==> src/rtl/tile_scheduler_pkg.sv <==
// Shared types and constants for the tile scheduler: FSM encoding, index width, watchdog limit.
// No logic state here; tile_loc() is the truncating 16-bit location product used by the top.
package tile_scheduler_pkg;

  localparam int DWIDTH     = 32;
  localparam int AWIDTH     = 8;
  localparam int IDX_W      = 8;
  localparam int WDOG_W     = 8;
  localparam int WDOG_LIMIT = 255;

  typedef logic [IDX_W-1:0] idx_t;

  typedef enum logic [2:0] {
    ST_IDLE    = 3'd0,
    ST_RUN_MM  = 3'd1,
    ST_STEP    = 3'd2,
    ST_WAIT_WB = 3'd3,
    ST_DONE    = 3'd4,
    ST_ERR     = 3'd5
  } state_t;

  function automatic idx_t tile_loc(input idx_t outer, input idx_t stride, input idx_t inner);
    logic [15:0] w_prod;
    w_prod = 16'(outer) * 16'(stride) + 16'(inner);
    return w_prod[IDX_W-1:0];
  endfunction

endpackage

==> src/rtl/tile_scheduler_if.sv <==
// Control/handshake bundle between the tile scheduler (master) and its matmul/writeback environment (slave).
// Pure wiring; no latency, no backpressure beyond the level request / done pulses it carries.
interface tile_scheduler_if;
  import tile_scheduler_pkg::*;

  logic start;
  idx_t num_tiles_m;
  idx_t num_tiles_n;
  idx_t num_tiles_k;
  logic start_mat_mul;
  logic done_mat_mul;
  idx_t a_loc;
  idx_t b_loc;
  logic first_k;
  logic last_k;
  logic wb_done;
  logic busy;
  logic done_all;
  logic cfg_err;
  logic err_timeout;

  modport master (
    input  start, num_tiles_m, num_tiles_n, num_tiles_k, done_mat_mul, wb_done,
    output start_mat_mul, a_loc, b_loc, first_k, last_k, busy, done_all, cfg_err, err_timeout
  );

  modport slave (
    output start, num_tiles_m, num_tiles_n, num_tiles_k, done_mat_mul, wb_done,
    input  start_mat_mul, a_loc, b_loc, first_k, last_k, busy, done_all, cfg_err, err_timeout
  );

endinterface

==> src/rtl/tile_scheduler_index_counter.sv <==
// Nested m/n/k tile index counter: k steps alone, n steps carry into m; wrap flags mark last indices.
// Updates one cycle after step/clear; clear dominates.
module tile_index_counter
  import tile_scheduler_pkg::*;
(
  input  logic clk,
  input  logic rst_n,
  input  logic i_clear,
  input  logic i_step_k,
  input  logic i_step_n,
  input  idx_t i_cnt_m,
  input  idx_t i_cnt_n,
  input  idx_t i_cnt_k,
  output idx_t o_m,
  output idx_t o_n,
  output idx_t o_k,
  output logic o_m_wrap,
  output logic o_n_wrap,
  output logic o_k_wrap
);

  idx_t r_m, r_n, r_k;

  assign o_m      = r_m;
  assign o_n      = r_n;
  assign o_k      = r_k;
  assign o_m_wrap = (r_m == idx_t'(i_cnt_m - 8'd1));
  assign o_n_wrap = (r_n == idx_t'(i_cnt_n - 8'd1));
  assign o_k_wrap = (r_k == idx_t'(i_cnt_k - 8'd1));

  always_ff @(posedge clk or negedge rst_n) begin
    if (!rst_n) begin
      r_m <= '0;
      r_n <= '0;
      r_k <= '0;
    end else if (i_clear) begin
      r_m <= '0;
      r_n <= '0;
      r_k <= '0;
    end else begin
      if (i_step_k) begin
        r_k <= o_k_wrap ? '0 : r_k + 8'd1;
      end
      if (i_step_n) begin
        if (o_n_wrap) begin
          r_n <= '0;
          r_m <= r_m + 8'd1;
        end else begin
          r_n <= r_n + 8'd1;
        end
      end
    end
  end

endmodule

==> src/rtl/tile_scheduler.sv <==
// Walks m/n/k tiles for a matmul layer; request held in RUN_MM until done_mat_mul, one WAIT_WB per output tile.
// Optional RUN_MM watchdog under `TILE_SCHED_TIMEOUT_EN (lockup into ERR until reset).
module tile_scheduler
  import tile_scheduler_pkg::*;
(
  input logic             clk,
  input logic             rst_n,
  tile_scheduler_if.master bus
);

  state_t r_state, w_next;
  idx_t   r_nm, r_nn, r_nk;
  logic   r_cfg_err;
  logic   w_accept, w_zero;
  logic   w_clear, w_step_k, w_step_n;
  idx_t   w_m, w_n, w_k;
  logic   w_m_wrap, w_n_wrap, w_k_wrap;
  logic   w_timeout;

  assign w_accept = (r_state == ST_IDLE) && bus.start;
  assign w_zero   = (bus.num_tiles_m == '0) || (bus.num_tiles_n == '0) || (bus.num_tiles_k == '0);

  tile_index_counter u_idx (
    .clk      (clk),
    .rst_n    (rst_n),
    .i_clear  (w_clear),
    .i_step_k (w_step_k),
    .i_step_n (w_step_n),
    .i_cnt_m  (r_nm),
    .i_cnt_n  (r_nn),
    .i_cnt_k  (r_nk),
    .o_m      (w_m),
    .o_n      (w_n),
    .o_k      (w_k),
    .o_m_wrap (w_m_wrap),
    .o_n_wrap (w_n_wrap),
    .o_k_wrap (w_k_wrap)
  );

`ifdef TILE_SCHED_TIMEOUT_EN
  logic [WDOG_W-1:0] r_wdog;

  // Held at zero outside RUN_MM, so every entry starts a fresh count.
  always_ff @(posedge clk or negedge rst_n) begin
    if (!rst_n) begin
      r_wdog <= '0;
    end else if (r_state != ST_RUN_MM) begin
      r_wdog <= '0;
    end else begin
      r_wdog <= r_wdog + 1'b1;
    end
  end

  assign w_timeout       = (r_wdog == WDOG_W'(WDOG_LIMIT - 1));
  assign bus.err_timeout = (r_state == ST_ERR);
`else
  assign w_timeout       = 1'b0;
  assign bus.err_timeout = 1'b0;
`endif

  always_ff @(posedge clk or negedge rst_n) begin
    if (!rst_n) begin
      r_state   <= ST_IDLE;
      r_nm      <= '0;
      r_nn      <= '0;
      r_nk      <= '0;
      r_cfg_err <= 1'b0;
    end else begin
      r_state <= w_next;
      if (w_accept) begin
        r_nm      <= bus.num_tiles_m;
        r_nn      <= bus.num_tiles_n;
        r_nk      <= bus.num_tiles_k;
        r_cfg_err <= w_zero;
      end
    end
  end

  always_comb begin
    w_next   = r_state;
    w_clear  = 1'b0;
    w_step_k = 1'b0;
    w_step_n = 1'b0;
    case (r_state)
      ST_IDLE: begin
        if (bus.start) begin
          w_clear = 1'b1;
          w_next  = w_zero ? ST_DONE : ST_RUN_MM;
        end
      end
      ST_RUN_MM: begin
        if (bus.done_mat_mul) begin
          w_next = ST_STEP;
        end else if (w_timeout) begin
          w_next = ST_ERR;
        end
      end
      ST_STEP: begin
        w_step_k = 1'b1;
        w_next   = w_k_wrap ? ST_WAIT_WB : ST_RUN_MM;
      end
      ST_WAIT_WB: begin
        if (bus.wb_done) begin
          w_step_n = 1'b1;
          w_next   = (w_m_wrap && w_n_wrap) ? ST_DONE : ST_RUN_MM;
        end
      end
      ST_DONE: begin
        w_clear = 1'b1;
        w_next  = ST_IDLE;
      end
      ST_ERR:  w_next = ST_ERR;
      default: w_next = ST_IDLE;
    endcase
  end

  assign bus.start_mat_mul = (r_state == ST_RUN_MM);
  assign bus.first_k       = (r_state == ST_RUN_MM) && (w_k == '0);
  assign bus.last_k        = (r_state == ST_RUN_MM) && w_k_wrap;
  assign bus.a_loc         = tile_loc(w_m, r_nk, w_k);
  assign bus.b_loc         = tile_loc(w_k, r_nn, w_n);
  assign bus.busy          = (r_state != ST_IDLE);
  assign bus.done_all      = (r_state == ST_DONE);
  assign bus.cfg_err       = r_cfg_err;

endmodule

==> src/flat_wrapper.sv <==
// flat-port wrapper written by rule: the top's interface ports become plain ports
module tile_scheduler_flat import tile_scheduler_pkg::*;
  (clk, rst_n, bus_start, bus_num_tiles_m, bus_num_tiles_n, bus_num_tiles_k, bus_done_mat_mul, bus_wb_done, bus_start_mat_mul, bus_a_loc, bus_b_loc, bus_first_k, bus_last_k, bus_busy, bus_done_all, bus_cfg_err, bus_err_timeout);
  tile_scheduler_if bus_i ();
  input logic clk;
  input logic rst_n;
  input wire logic [$bits(bus_i.start)-1:0] bus_start;
  input wire logic [$bits(bus_i.num_tiles_m)-1:0] bus_num_tiles_m;
  input wire logic [$bits(bus_i.num_tiles_n)-1:0] bus_num_tiles_n;
  input wire logic [$bits(bus_i.num_tiles_k)-1:0] bus_num_tiles_k;
  input wire logic [$bits(bus_i.done_mat_mul)-1:0] bus_done_mat_mul;
  input wire logic [$bits(bus_i.wb_done)-1:0] bus_wb_done;
  output wire logic [$bits(bus_i.start_mat_mul)-1:0] bus_start_mat_mul;
  output wire logic [$bits(bus_i.a_loc)-1:0] bus_a_loc;
  output wire logic [$bits(bus_i.b_loc)-1:0] bus_b_loc;
  output wire logic [$bits(bus_i.first_k)-1:0] bus_first_k;
  output wire logic [$bits(bus_i.last_k)-1:0] bus_last_k;
  output wire logic [$bits(bus_i.busy)-1:0] bus_busy;
  output wire logic [$bits(bus_i.done_all)-1:0] bus_done_all;
  output wire logic [$bits(bus_i.cfg_err)-1:0] bus_cfg_err;
  output wire logic [$bits(bus_i.err_timeout)-1:0] bus_err_timeout;
  assign bus_i.start = bus_start;
  assign bus_i.num_tiles_m = bus_num_tiles_m;
  assign bus_i.num_tiles_n = bus_num_tiles_n;
  assign bus_i.num_tiles_k = bus_num_tiles_k;
  assign bus_i.done_mat_mul = bus_done_mat_mul;
  assign bus_i.wb_done = bus_wb_done;
  assign bus_start_mat_mul = bus_i.start_mat_mul;
  assign bus_a_loc = bus_i.a_loc;
  assign bus_b_loc = bus_i.b_loc;
  assign bus_first_k = bus_i.first_k;
  assign bus_last_k = bus_i.last_k;
  assign bus_busy = bus_i.busy;
  assign bus_done_all = bus_i.done_all;
  assign bus_cfg_err = bus_i.cfg_err;
  assign bus_err_timeout = bus_i.err_timeout;
  tile_scheduler u_core (.clk(clk), .rst_n(rst_n), .bus(bus_i));
endmodule
==> config.mk <==
export PLATFORM = sky130hd
export DESIGN_NAME = tile_scheduler_flat
export DESIGN_NICKNAME = d
export VERILOG_FILES = /design/src/rtl/tile_scheduler_pkg.sv /design/src/rtl/tile_scheduler_if.sv /design/src/rtl/tile_scheduler_index_counter.sv /design/src/rtl/tile_scheduler.sv /design/src/flat_wrapper.sv
export SDC_FILE = /design/constraint.sdc
export NUM_CORES = 1
export LEC_CHECK = 0
export CAP_MARGIN = 20
export CORE_MARGIN = 1.5
export CORE_UTILIZATION = 28
export DETAILED_ROUTE_END_ITERATION = 16
export GPL_TIMING_DRIVEN = 0
export MAX_ROUTING_LAYER = met4
export SLEW_MARGIN = 15
export SYNTH_ARGS = -nofsm -noshare
export SYNTH_HDL_FRONTEND = slang
export SYNTH_SLANG_ARGS = --single-unit
==> constraint.sdc <==
create_clock -name clk -period 4.6 [get_ports clk]
set_input_delay 0.92 -clock clk [delete_from_list [all_inputs] [get_ports clk]]
set_output_delay 0.92 -clock clk [all_outputs]
set_load 0.01 [all_outputs]
# Yosys cells after proc, flatten, opt, wreduce, memory -nomap -nowiden

Index checks and enable logic that the tools add are counted.

Bits of input ports: 29
Flip-flop bits (word level): 52
Output and inout port bits: 23

Muxes and demuxes: 21
Eq/ne operators: 11
Reduce and logical (&&, ||, !) cells: 17
$add $sub $neg: 8
Multipliers: 2

Operators with widths:

| kind                                                                  | count |
|---|---|
| 8-bit two-way mux                                                     | 9 |
| 8-bit logical NOT                                                     | 4 |
| 8-bit by 1-bit adder with 8-bit output, second input constant         | 3 |
| 8-bit equality test                                                   | 3 |
| 8-bit by 1-bit subtractor with 8-bit output, second input constant    | 3 |
| 8-bit adder                                                           | 2 |
| 8-bit by 8-bit multiplier with 8-bit output                           | 2 |
| 3-bit two-way mux                                                     | 5 |
| 3-bit one-hot mux with 5 select lines                                 | 1 |
| 3-bit by 2-bit equality test with 1-bit output, second input constant | 2 |
| 3-bit equality test, second input constant                            | 2 |
| 2-bit != test, second input constant                                  | 3 |
| 2-bit nonzero test                                                    | 3 |
| 1-bit logical AND                                                     | 4 |
| 1-bit two-way mux                                                     | 4 |
| 3-bit by 1-bit equality test with 1-bit output, second input constant | 1 |
| 3-bit logical NOT                                                     | 1 |
| 3-bit AND reduction                                                   | 1 |
| 3-bit nonzero test                                                    | 1 |
| 1-bit logical OR                                                      | 2 |
| 2-bit two-way mux                                                     | 1 |
| 1-bit one-hot mux with 2 select lines                                 | 1 |
| 2-bit AND reduction                                                   | 1 |

# Depth between registers and ports, before layout

Gate-level depths: netlist of run 1.

Depth in word-level cells: 6
Mapped depth: 16
Depth with buffers taken out: 14

# By module

A second synthesis of run 1 with hierarchy kept.

Cells, all modules: 567
Area total of the unflattened synthesis: 5237.5 µm²

Modules (own cells, without submodules):

| module             | cells an instance | area each (µm²) | times used | seq. area each (µm²) |
|---|---|---|---|---|
| tile_scheduler     | 349               | 3357.0          | 1          | 700.7 |
| tile_index_counter | 218               | 1880.6          | 1          | 600.6 |

# Worst setup path before layout of run 1

No wires, ideal clock.

Kind: register to output
Start: reg u_core.u_idx.r_m[2] (netlist: u_core.u_idx.o_m[2])
End: out bus_a_loc[7]
Buffers on the path: 2
Setup slack: -134 ps
Arrival time: 3814 ps
Stages on the path, launching flop included: 16
Cells stage by stage: dfrtp_1 clkbuf_1 clkbuf_1 nand2_1 fa_1 fa_1 inv_1 ha_1 inv_1 fa_1 inv_1 fa_1 a21o_1 a21oi_1 xnor2_1 xnor2_1

Cells in the longest elaborated chain, start to end: 2

RTL lines:

| item                                        | line                               | RTL |
|---|---|---|
| from (decl)                                 | tile_scheduler_index_counter.sv:22 | `idx_t r_m, r_n, r_k;` |
| from (signal assigned)                      | tile_scheduler_index_counter.sv:47 | `r_m <= r_m + 8'd1;` |
| 8-bit by 8-bit multiplier with 8-bit output | tile_scheduler_pkg.sv:24           | `w_prod = 16'(outer) * 16'(stride) + 16'(inner);` |
| 8-bit adder                                 | tile_scheduler_pkg.sv:24           |  |
| to (decl)                                   | flat_wrapper.sv:14                 | `output wire logic [$bits(bus_i.a_loc)-1:0] bus_a_loc;` |

Every way passes these cells.

# Worst setup path after layout of run 1

Start: reg u_core.r_nk[1]
End: out bus_a_loc[7]

Cells in the longest elaborated chain, start to end: 2

RTL lines:

| item                                        | line                     | RTL |
|---|---|---|
| from (decl)                                 | tile_scheduler.sv:12     | `idx_t r_nm, r_nn, r_nk;` |
| from (signal assigned)                      | tile_scheduler.sv:73     | `r_nk <= bus.num_tiles_k;` |
| 8-bit by 8-bit multiplier with 8-bit output | tile_scheduler_pkg.sv:24 |  |
| 8-bit adder                                 | tile_scheduler_pkg.sv:24 |  |

Every way passes these cells.

==> results.py, run 1 <==
metrics = {
    "timing": {
        "finalCritPeriodShare": 1.08,
        "layout_setup_ws_ps": -375,
        "slew_viol_final": 0,
        "setup_viol": 3,
        "hold_viol": 0,
        "period_needed_ps": 4970,
        "fin_skew_ps": 3.77,
        "tightest_slew_ps": 766,
        "fmax_mhz": 201,
        "max-slew-margin-rel": 0.486,
        "rsz0062_at_grt": "true",
    },
    "logic_synthesis": {
        "synthArstFlopShare": 1.00,
        "synth_top_flop_cell": "dfrtp_1",
        "synth_edf_count": 0,
        "yosysSeqAreaShare": 0.239,
        "syn_nets": 717,
        "synth.distinct_cells": 64,
        "synth_area_per_cell_um2": 8.92,
        "syn_area_mm2": 0.00545,
        "synth_cells": 611,
        "ys_seq_elements": 52,
        "synthTopCellsByArea": "dfrtp_1, fa_1, ha_1",
        "synth_top_area_frac": 0.239,
        "yosysWarnings": 0,
        "yosys.area.top_type": "dfrtp_1",
    },
    "finish": {
        "multi_input_area_mm2": 0.00382,
        "register_area_mm2": 0.00131,
        "fin_cells": 953,
        "nets": 799,
        "filler_cell_count": 1985,
        "drive_gt1_frac": 0.201,
        "synthToLayoutAreaGrowth_pct": 25.2,
        "insertedDiodeCount": 0,
        "final_common_cell": "nand2_1",
        "most-common-layout-cells": "nand2_1, inv_1, xnor2_1",
    },
    "power_and_ir_drop": {
        "cell_internal_pwr_mw": 1.91,
        "p_sw_mw": 1.63,
        "p_per_area_mw_per_mm2": 518,
        "clkPwrFrac": 0.103,
        "p_seq_frac": 0.236,
        "vdd_ir_drop_max_mv": 0.211,
        "total_leakage_power_nw": 2.99,
        "combPwrFrac": 0.661,
        "swShare": 0.460,
    },
    "route": {
        "drc_errors": 0,
        "avgViaCountPerCell": 4.72,
        "dr_total_vias": 4496,
        "drtIter0Drc": 254,
        "wirelength_um": 14400,
        "antenna_left": 0,
        "post_drt_wl_per_cell_um": 15.1,
        "first_pass_iters": 5,
    },
    "floorplan": {
        "rows": 50,
        "start_util": 0.288,
        "io_pins": 52,
        "die_h_um": 143,
        "die-area_mm2": 0.0203,
        "core_mm2": 0.0189,
        "fp.dieW_um": 143,
    },
    "placement": {
        "preCtsSetupSlack_ps": -968,
        "numPortBuffers": 50,
        "place.gp.congestion": 0.881,
        "dpl.cell_count": 921,
        "place_hpwl_um": 10800,
    },
    "setup_path": {
        "end_kind": "primary output",
        "crit_fanout": 6,
        "slowest_stage": "fa_1",
        "cpMostUsedCell": "inv_2",
        "slowest_delay_ps": 540,
        "crit_arrival_ps": 4050,
        "crit_chain": "and2_4 -> fa_1 -> inv_2 -> fa_1 -> inv_2 -> ha_4 -> inv_2 -> fa_1 -> inv_2 -> fa_2 -> a21o_1 -> a21oi_2 -> xnor2_1 -> xnor2_1 -> buf_2",
        "crit_type": "reg2out",
        "worstSetupStartpointType": "flop",
        "critPathRequiredTime_ps": 3680,
    },
    "clocking": {
        "cts_tree": "done",
        "cts.htree.levels": 2,
        "cts.sinks": 52,
        "clock_path_buffers": 2,
        "clk_pin_slew_ps": 70,
        "clockRootBuffer": "clkbuf_16",
        "cts_made_buffers": 5,
        "clk_latency_ps": 290,
    },
    "min_path": {
        "worstHoldPathType": "reg2reg",
    },
    "run_status": {
        "failed_checks": "setup timing",
        "outcome": "finished with violations",
    },
    "global_route": {
        "grt_antenna_before_repair": 0,
        "grt.overflow.total": 0,
        "grt_pass1_vias": 4489,
        "grt_max_degree": 53,
        "grt_pass1_wl_um": 23500,
        "grt.total_usage": 0.151,
    },
    "flow_run": {
        "max-cap-violations": 0,
    },
}
[sequential cells by signal (all words and copies together), names as in the netlist]
register,count
u_core.r_nn,8
u_core.r_nm,8
u_core.u_idx.o_m,8
u_core.r_nk,8
u_core.u_idx.o_n,8
u_core.u_idx.o_k,8
u_core.bus.cfg_err,1
u_core.r_state,3
[stage by stage]
step                      setup TNS (ps)  total power, mW  hold WS [ps]  instance area [um^2]  utilization
after floorplan                        0             2.28           499                  5470            -
final                               -764             3.53           522                  6820        0.361
after global placement             -3730             2.99           495                  6290        0.333
after CTS                           -911             3.42           538                  6620        0.350
after detailed placement           -4020             3.03           516                  6290        0.333
after global routing               -1370             3.85           558                  6820        0.361
[cells by family (layout without fill, tap and decap cells)]
kind of cell	after synthesis	in the layout	synth area share
adder cells (fa/ha/maj)	77	77	0.226
other	1	1	0.000688
buffers and inverters	110	192	0.0822
XOR/XNOR	74	74	0.119
multiplexers	21	21	0.0429
AND/OR/NAND/NOR	206	206	0.195
flip-flops	52	52	0.239
AO/OA/AOI/OAI	70	70	0.0946
[routing by layer]
layer	up-vias	wire (um)	global-route usage
met2	114	6970	0.249
li1	2178	-	-
met1	2191	6600	0.200
met3	13	586	0.0121
met4	0	244	0.0402
met5	-	0	-
[critical path, delay by kind of cell (launching register included)]
family,cells,cell delay (ps)
AO/OA/AOI/OAI,2,350
XOR/XNOR,2,270
AND/OR/NAND/NOR,1,170
flip-flops,1,440
adder cells (fa/ha/maj),5,2200
buffers and inverters,5,320
[cell type report]
class | count | share of cell area
timing repair buffer | 83 | 0.104
clock buffer | 6 | 0.0189
multi-input combinational | 449 | 0.561
buffer | 29 | 0.0356
tap | 260 | 0.0477
sequential | 52 | 0.192
inverter | 73 | 0.0405
clock inverter | 1 | 0.000734
[synthesized netlist by cell type, types with 12 or more instances]
master and number:
fa_1 36, and2_1 24, nor4_1 13, xnor2_1 50
nand2_1 73, a21oi_1 12, xor2_1 24, clkbuf_1 26
ha_1 41, mux2_2 19, nor2_1 24, inv_1 73
nand3_1 21, dfrtp_1 52, o21ai_0 13
[final timing paths]
path | start | slack (ps) | depth (start not counted) | end
max | u_core.r_nk[1] | -370 | 15 | bus_a_loc[7]
min in group asynchronous | rst_n | 660 | 1 | u_core.r_nk[4]
max in group asynchronous | rst_n | 3420 | 1 | u_core.u_idx.o_k[5]
min | u_core.bus.cfg_err | 520 | 1 | u_core.bus.cfg_err
min reg2reg | u_core.bus.cfg_err | 520 | 1 | u_core.bus.cfg_err
max reg2reg | u_core.r_nk[1] | 1680 | 10 | u_core.u_idx.o_k[2]
[power groups by stage]
stage | Sequential, mW | Clock, mW | Combinational [mW]
after detailed placement | 0.789 | 0 | 2.24
after global routing | 0.861 | 0.391 | 2.60
final | 0.833 | 0.364 | 2.34
after CTS | 0.842 | 0.378 | 2.20
after floorplan | 0.735 | 0 | 1.55
after global placement | 0.786 | 0 | 2.20
[what timing repair did]
item,in CTS,in global routing
gates cloned,0,0
gates resized for setup,68,25
endpoints found under the setup margin,10,8
pin swaps,15,24
hold buffers,0,0
setup buffers,15,19
Note: power is estimated with default switching activity, not from simulation.
==> run 2, diff against run 1 <==
Settings changed: SETUP_SLACK_MARGIN set to 0.15, SYNTH_HIERARCHICAL set to 1.
Clock period 4.6 ns to 5.1 ns, I/O delays scaled along.
==> run 2 against run 1 <==
The flow finishes with violations (DRC). Critical path depth shrank 2. Via count decreased by 7.1%. First-iteration DRC count fell by 22%. Highest routed layer unchanged.
==> results.py, run 2 <==
metrics = {
    "clocking": {
        "clockRootBuffer": "clkbuf_16",
        "cts_made_buffers": 5,
        "clk_latency_ps": 290,
        "clk_pin_slew_ps": 70,
        "ctsHoldBuffers": 0,
        "cts.htree.levels": 2,
        "clock_path_buffers": 2,
        "cts.sinks": 52,
        "cts_tree": "done",
    },
    "min_path": {
        "hold_depth": 1,
        "worstHoldPathType": "reg2reg",
        "holdPathEnd": "u_core/r_nm[7]",
        "worstHoldStart": "u_core/r_nm[7]",
    },
    "logic_synthesis": {
        "synth_top_flop_cell": "dfrtp_1",
        "yosys.area.top_type": "dfrtp_1",
        "syn_area_mm2": 0.00524,
        "yosysSeqAreaShare": 0.248,
        "synth_cells": 567,
        "syn_nets": 672,
        "synth_common_cells": "inv_1, nand2_1, dfrtp_1",
        "yosysMostFrequentCell": "inv_1",
        "synthArstFlopShare": 1.00,
        "synth_edf_count": 0,
        "ys_seq_elements": 52,
        "synth.distinct_cells": 57,
        "synthTopCellsByArea": "dfrtp_1, fa_1, ha_1",
        "yosysWarnings": 6,
        "synth_area_per_cell_um2": 9.24,
        "synth_top_area_frac": 0.248,
    },
    "setup_path": {
        "crit_arrival_ps": 3950,
        "r2r_start": "u_core/r_nn[1]",
        "slowest_delay_ps": 540,
        "worstSetupStartpointType": "flop",
        "cpMostUsedCell": "fa_1",
        "end_kind": "primary output",
        "critPathTopFamily": "adder cells",
        "crit_chain": "nand2_1 -> fa_1 -> fa_1 -> inv_1 -> fa_1 -> inv_1 -> fa_1 -> inv_1 -> ha_1 -> a21oi_2 -> xnor2_1 -> xnor2_1 -> buf_2",
        "worstRegToRegCells": 11,
        "reg2reg_setup_slack_ps": 1740,
        "rr_endpoint": "u_core/r_state[0]",
        "crit_type": "reg2out",
        "slowest_stage": "fa_1",
        "crit_fanout": 12,
        "cp_num_buf_inv": 4,
        "critPathRequiredTime_ps": 4080,
    },
    "timing": {
        "fmax_mhz": 201,
        "hold_ws_ps": 534,
        "finalSetupTns_ps": 0,
        "max-slew-margin-rel": 0.322,
        "finalCritPeriodShare": 0.975,
        "rsz0062_at_grt": "true",
        "tightest_slew_ps": 1010,
        "hold_viol": 0,
        "layout_setup_ws_ps": 128,
        "slew_viol_final": 0,
        "setup_viol": 0,
        "fin_skew_ps": 3.77,
        "period_needed_ps": 4970,
    },
    "placement": {
        "preCtsSetupSlack_ps": -418,
        "numPortBuffers": 50,
        "place_area_mm2": 0.00602,
        "place.gp.congestion": 0.803,
        "place_hpwl_um": 9100,
    },
    "global_route": {
        "grt_antenna_before_repair": 0,
        "grt_pass1_wl_um": 21000,
        "grt_pass1_vias": 4107,
        "grt.total_usage": 0.137,
        "grt.overflow.total": 0,
        "grt_max_degree": 53,
    },
    "finish": {
        "final_cell_area_mm2": 0.00660,
        "filler_cell_count": 1864,
        "insertedDiodeCount": 0,
        "fin_util": 0.363,
        "register_area_mm2": 0.00133,
        "final_common_cell": "nand2_1",
        "multi_input_area_mm2": 0.00367,
        "synthToLayoutAreaGrowth_pct": 25.9,
        "drive_gt1_frac": 0.205,
        "nets": 764,
        "most-common-layout-cells": "nand2_1, inv_1, xnor2_1",
    },
    "power_and_ir_drop": {
        "vdd_ir_drop_max_mv": 0.194,
        "p_per_area_mw_per_mm2": 420,
        "total_leakage_power_nw": 2.91,
    },
    "floorplan": {
        "rows": 49,
        "io_pins": 52,
        "die-area_mm2": 0.0195,
        "die_h_um": 140,
        "fp.dieW_um": 140,
        "start_util": 0.289,
        "core_mm2": 0.0181,
    },
    "run_status": {
        "outcome": "finished with violations",
        "failed_checks": "DRC",
    },
    "route": {
        "post_drt_wl_per_cell_um": 14.3,
        "drtIter0Drc": 197,
        "dr_total_vias": 4176,
        "antenna_left": 0,
        "drc_errors": 3,
        "avgViaCountPerCell": 4.70,
        "wirelength_um": 12700,
        "first_pass_iters": 10,
    },
    "flow_run": {
        "max-cap-violations": 0,
    },
}
## run 2: cell types whose count changed after synthesis, moves of 6 or more
| cell | previous run | this run |
|---|---|---|
| a21oi_1 | 12 | 19 |
| nor3_1 | 9 | 18 |
| nand2_1 | 73 | 64 |
| o21ai_0 | 13 | 7 |
| nand3_1 | 21 | 11 |
| buf_2 | 7 | 1 |
| clkbuf_1 | 26 | 4 |
## run 2: how the worst max path moves through the flow
stage	startpoint	slack (ps)	end	cells past startpoint
global route	u_core/u_idx/o_m[4]	-5	bus_a_loc[7]	15
global placement	u_core/r_nk[0]	-390	bus_a_loc[7]	15
finish	u_core/u_idx/o_m[1]	130	bus_a_loc[7]	13
detailed placement	u_core/u_idx/o_m[3]	-420	bus_a_loc[7]	15
CTS	u_core/r_nk[4]	60	bus_a_loc[7]	13
floorplan	u_core/u_idx/o_m[3]	380	bus_a_loc[7]	14
## run 2: cell families (layout without fill, tap and decap cells)
group,after synthesis,in the layout,share of synthesized area
XOR/XNOR,76,76,0.127
AO/OA/AOI/OAI,57,57,0.0719
buffers and inverters,85,178,0.0729
AND/OR/NAND/NOR,195,195,0.192
multiplexers,25,25,0.0538
other,1,1,0.000716
flip-flops,52,52,0.248
adder cells (fa/ha/maj),76,76,0.233
## run 2: through the flow
step | std cells | power, mW
floorplan | 567 | 1.69
global placement | 846 | 2.19
detailed placement | 846 | 2.20
CTS | 875 | 2.72
global route | 889 | 3.01
finish | 889 | 2.77
## run 2: worst reg2reg max path, delay by kind of cell (launching register included)
kind | cells | cell delay [ps]
simple gates | 3 | 950
flops | 1 | 470
compound gates | 4 | 1090
buf+inv | 4 | 740
## run 2: area by class of cell
class,count,area share
Multi-Input combinational cell,430,0.556
Sequential cell,52,0.202
Buffer,16,0.0201
Clock buffer,6,0.0195
Timing Repair Buffer,85,0.114
Inverter,69,0.0393
Tap cell,229,0.0434
Clock inverter,2,0.00531
## run 2: timing repair
action	CTS	global route
gates resized for setup	52	17
pin swaps	17	23
buffers inserted	21	14
endpoints found under the setup margin	8	5
cloned	0	0
## run 2: per-layer routing
metal / track usage / vias up / wire (um)
li1: - / 2066 / -
met1: 0.188 / 2039 / 6220
met2: 0.222 / 64 / 5910
met3: 0.0138 / 7 / 469
met4: 0.0283 / 0 / 89
met5: - / - / 0
## run 2: where the power goes
| part | switching (mW) | internal (mW) |
|---|---|---|
| Sequential | 0.240 | 0.554 |
| Combinational | 0.752 | 0.841 |
| Clock | 0.153 | 0.231 |
| Total | 1.14 | 1.63 |
==> run 3, diff against run 2 <==
Settings changed: ABC_AREA set to 1.
==> run 3 against run 2 <==
The flow now finishes without violations. Setup slack got worse by 37 ps. Area after synthesis grew 13%. Worst hold slack got worse by 45 ps. Via count grew 27%. Clock power shrank 11%. Sequential share of layout area is 2.2 points lower. Final cell count rose by 37%. Global-route usage rose by 0.13 points. Critical endpoint unchanged. Largest cell class unchanged. Largest power group unchanged.
==> results.py, run 3 <==
metrics = {
    "run_status": {
        "outcome": "finished, final reports clean",
    },
    "setup_path": {
        "cp_num_buf_inv": 6,
        "worstRegToRegCells": 19,
        "crit_fanout": 7,
        "crit_chain": "buf_6 -> nand2_4 -> fa_1 -> fa_1 -> inv_1 -> fa_1 -> inv_1 -> fa_1 -> inv_2 -> ha_4 -> nand2_2 -> inv_2 -> nand2_2 -> nand3_2 -> nand2_2 -> nand2_1 -> nand2_1 -> nand2_2 -> nand3_1 -> nand2_1 -> buf_2",
        "crit_type": "reg2out",
        "r2r_start": "u_core/r_nn[0]",
        "worstSetupStartpointType": "flop",
        "critPathRequiredTime_ps": 4080,
        "slowest_stage": "fa_1",
        "end_kind": "primary output",
        "critPathTopFamily": "adder cells",
        "reg2reg_setup_slack_ps": 2750,
        "crit_arrival_ps": 3990,
        "slowest_delay_ps": 500,
        "rr_endpoint": "u_core/r_state[0]",
    },
    "logic_synthesis": {
        "synth_common_cells": "nand2_1, inv_1, dfrtp_1",
        "synth_edf_count": 0,
        "synth_top_flop_cell": "dfrtp_1",
        "yosys.area.top_type": "dfrtp_1",
        "yosysMostFrequentCell": "nand2_1",
        "synthTopCellsByArea": "dfrtp_1, nand2_1, fa_1",
        "syn_nets": 956,
        "ys_seq_elements": 52,
        "syn_area_mm2": 0.00590,
        "synth.distinct_cells": 36,
        "yosysWarnings": 6,
        "synth_area_per_cell_um2": 6.93,
        "synth_top_area_frac": 0.221,
        "yosysSeqAreaShare": 0.221,
        "synth_cells": 851,
        "synthArstFlopShare": 1.00,
    },
    "floorplan": {
        "start_util": 0.289,
        "io_pins": 52,
        "rows": 52,
        "die-area_mm2": 0.0219,
        "die_h_um": 148,
        "fp.dieW_um": 148,
        "core_mm2": 0.0204,
    },
    "global_route": {
        "grt_pass1_vias": 5166,
        "grt_max_degree": 53,
        "grt.overflow.total": 0,
        "grt_antenna_before_repair": 0,
        "grt_pass1_wl_um": 24200,
        "grt.total_usage": 0.139,
    },
    "route": {
        "drtIter0Drc": 324,
        "dr_total_vias": 5322,
        "drc_errors": 0,
        "post_drt_wl_per_cell_um": 11.8,
        "avgViaCountPerCell": 4.37,
        "antenna_left": 0,
        "first_pass_iters": 5,
        "wirelength_um": 14300,
    },
    "placement": {
        "place_hpwl_um": 10800,
        "numPortBuffers": 50,
        "preCtsSetupSlack_ps": -493,
        "place.gp.congestion": 0.879,
    },
    "clocking": {
        "cts.sinks": 52,
        "clk_pin_slew_ps": 70,
        "cts.htree.levels": 2,
        "clock_path_buffers": 2,
        "clk_latency_ps": 290,
        "cts_tree": "done",
        "clockRootBuffer": "clkbuf_16",
        "cts_made_buffers": 5,
    },
    "power_and_ir_drop": {
        "total_leakage_power_nw": 4.08,
        "vdd_ir_drop_max_mv": 0.236,
        "p_per_area_mw_per_mm2": 408,
    },
    "timing": {
        "fin_skew_ps": 11.3,
        "setup_viol": 0,
        "slew_viol_final": 0,
        "period_needed_ps": 5010,
        "rsz0062_at_grt": "true",
        "tightest_slew_ps": 672,
        "max-slew-margin-rel": 0.549,
        "hold_ws_ps": 488,
        "finalCritPeriodShare": 0.982,
        "finalSetupTns_ps": 0,
        "hold_viol": 0,
        "fmax_mhz": 200,
        "layout_setup_ws_ps": 91.0,
    },
    "finish": {
        "insertedDiodeCount": 0,
        "nets": 1052,
        "most-common-layout-cells": "nand2_1, inv_1, nor2_1",
        "final_common_cell": "nand2_1",
        "synthToLayoutAreaGrowth_pct": 24.8,
        "drive_gt1_frac": 0.165,
    },
    "min_path": {
        "holdPathEnd": "u_core/bus.cfg_err",
        "worstHoldStart": "u_core/bus.cfg_err",
        "hold_depth": 2,
        "worstHoldPathType": "reg2reg",
    },
    "flow_run": {
        "max-cap-violations": 0,
    },
}
==> run 3: changes by cell type after synthesis, sizes merged, moves of 8 or more <==
cell    before  now
nand2       64  295
inv         69  164
nand3       11   52
nor2        21   59
xnor2       48   16
and2        30    0
mux2        25    0
o21ai        7   25
buf          7   21
nand4        6   15
nor3        19   10
nand2b       8    0
==> run 3: layer usage <==
layer,routed length [um],GRT usage,vias up
li1,-,-,2764
met1,6930,0.180,2472
met2,6800,0.235,74
met3,397,0.0135,12
met4,202,0.0302,0
met5,0,-,-
==> run 3: per-stage QoR <==
stage          total power [mW]   util  std cells  instance area [um^2]
6_report                   3.00  0.360       1218                  7360
5_1_grt                    3.33  0.360       1218                  7360
4_1_cts                    2.99  0.352       1208                  7200
3_5_place_dp               2.51  0.330       1171                  6730
3_3_place_gp               2.48  0.330       1171                  6740
2_1_floorplan              1.96      -        851                  5900
==> run 3: what timing repair did <==
action / 4_1_cts / 5_1_grt
hold buffers: 0 / 0
endpoints found under the hold margin: 0 / 0
pin swaps: 17 / 7
setup endpoints to repair: 8 / 5
buffers inserted: 29 / 10
resized for setup: 59 / 23
==> run 3: where the power goes <==
part           internal (mW)  switching, mW  total [mW]
clock network          0.194          0.148       0.342
logic                  0.859           1.09        1.95
registers              0.539          0.178       0.717
==> run 3: cell families (layout without fill, tap and decap cells) <==
kind of cell / count (synthesis) / in the layout / share of synthesized area
xor+xnor: 48 / 48 / 0.0713
simple gates: 443 / 443 / 0.318
flops: 52 / 52 / 0.221
compound gates: 45 / 45 / 0.0518
buf+inv: 186 / 283 / 0.130
other cells: 1 / 1 / 0.000636
fa+ha+maj: 76 / 76 / 0.207
==> run 3: cell type report <==
class	instances	area [um^2]
Inverter	164	618
Sequential cell	52	1320
Fill cell	2205	13100
Clock inverter	2	10.0
Timing Repair Buffer	89	774
Clock buffer	6	139
Buffer	22	198
Multi-Input combinational cell	613	3960
Tap cell	270	338
==> run 3: worst max-delay path by stage <==
stage,startpoint,slack (ps),cells after the start,to
finish,u_core/r_nk[0],90,21,bus_a_loc[7]
global route,u_core/r_nn[1],-150,21,bus_b_loc[7]
CTS,u_core/r_nn[1],-20,20,bus_b_loc[7]
detailed placement,u_core/r_nn[0],-490,20,bus_b_loc[7]
global placement,u_core/r_nn[0],-490,20,bus_b_loc[7]
floorplan,u_core/r_nn[0],390,19,bus_b_loc[7]
==> run 3: tightest hold or removal path, delay by kind of cell, from the launching register on <==
| family | cells | cell delay, ps |
|---|---|---|
| flops | 1 | 350 |
| simple gates | 2 | 120 |
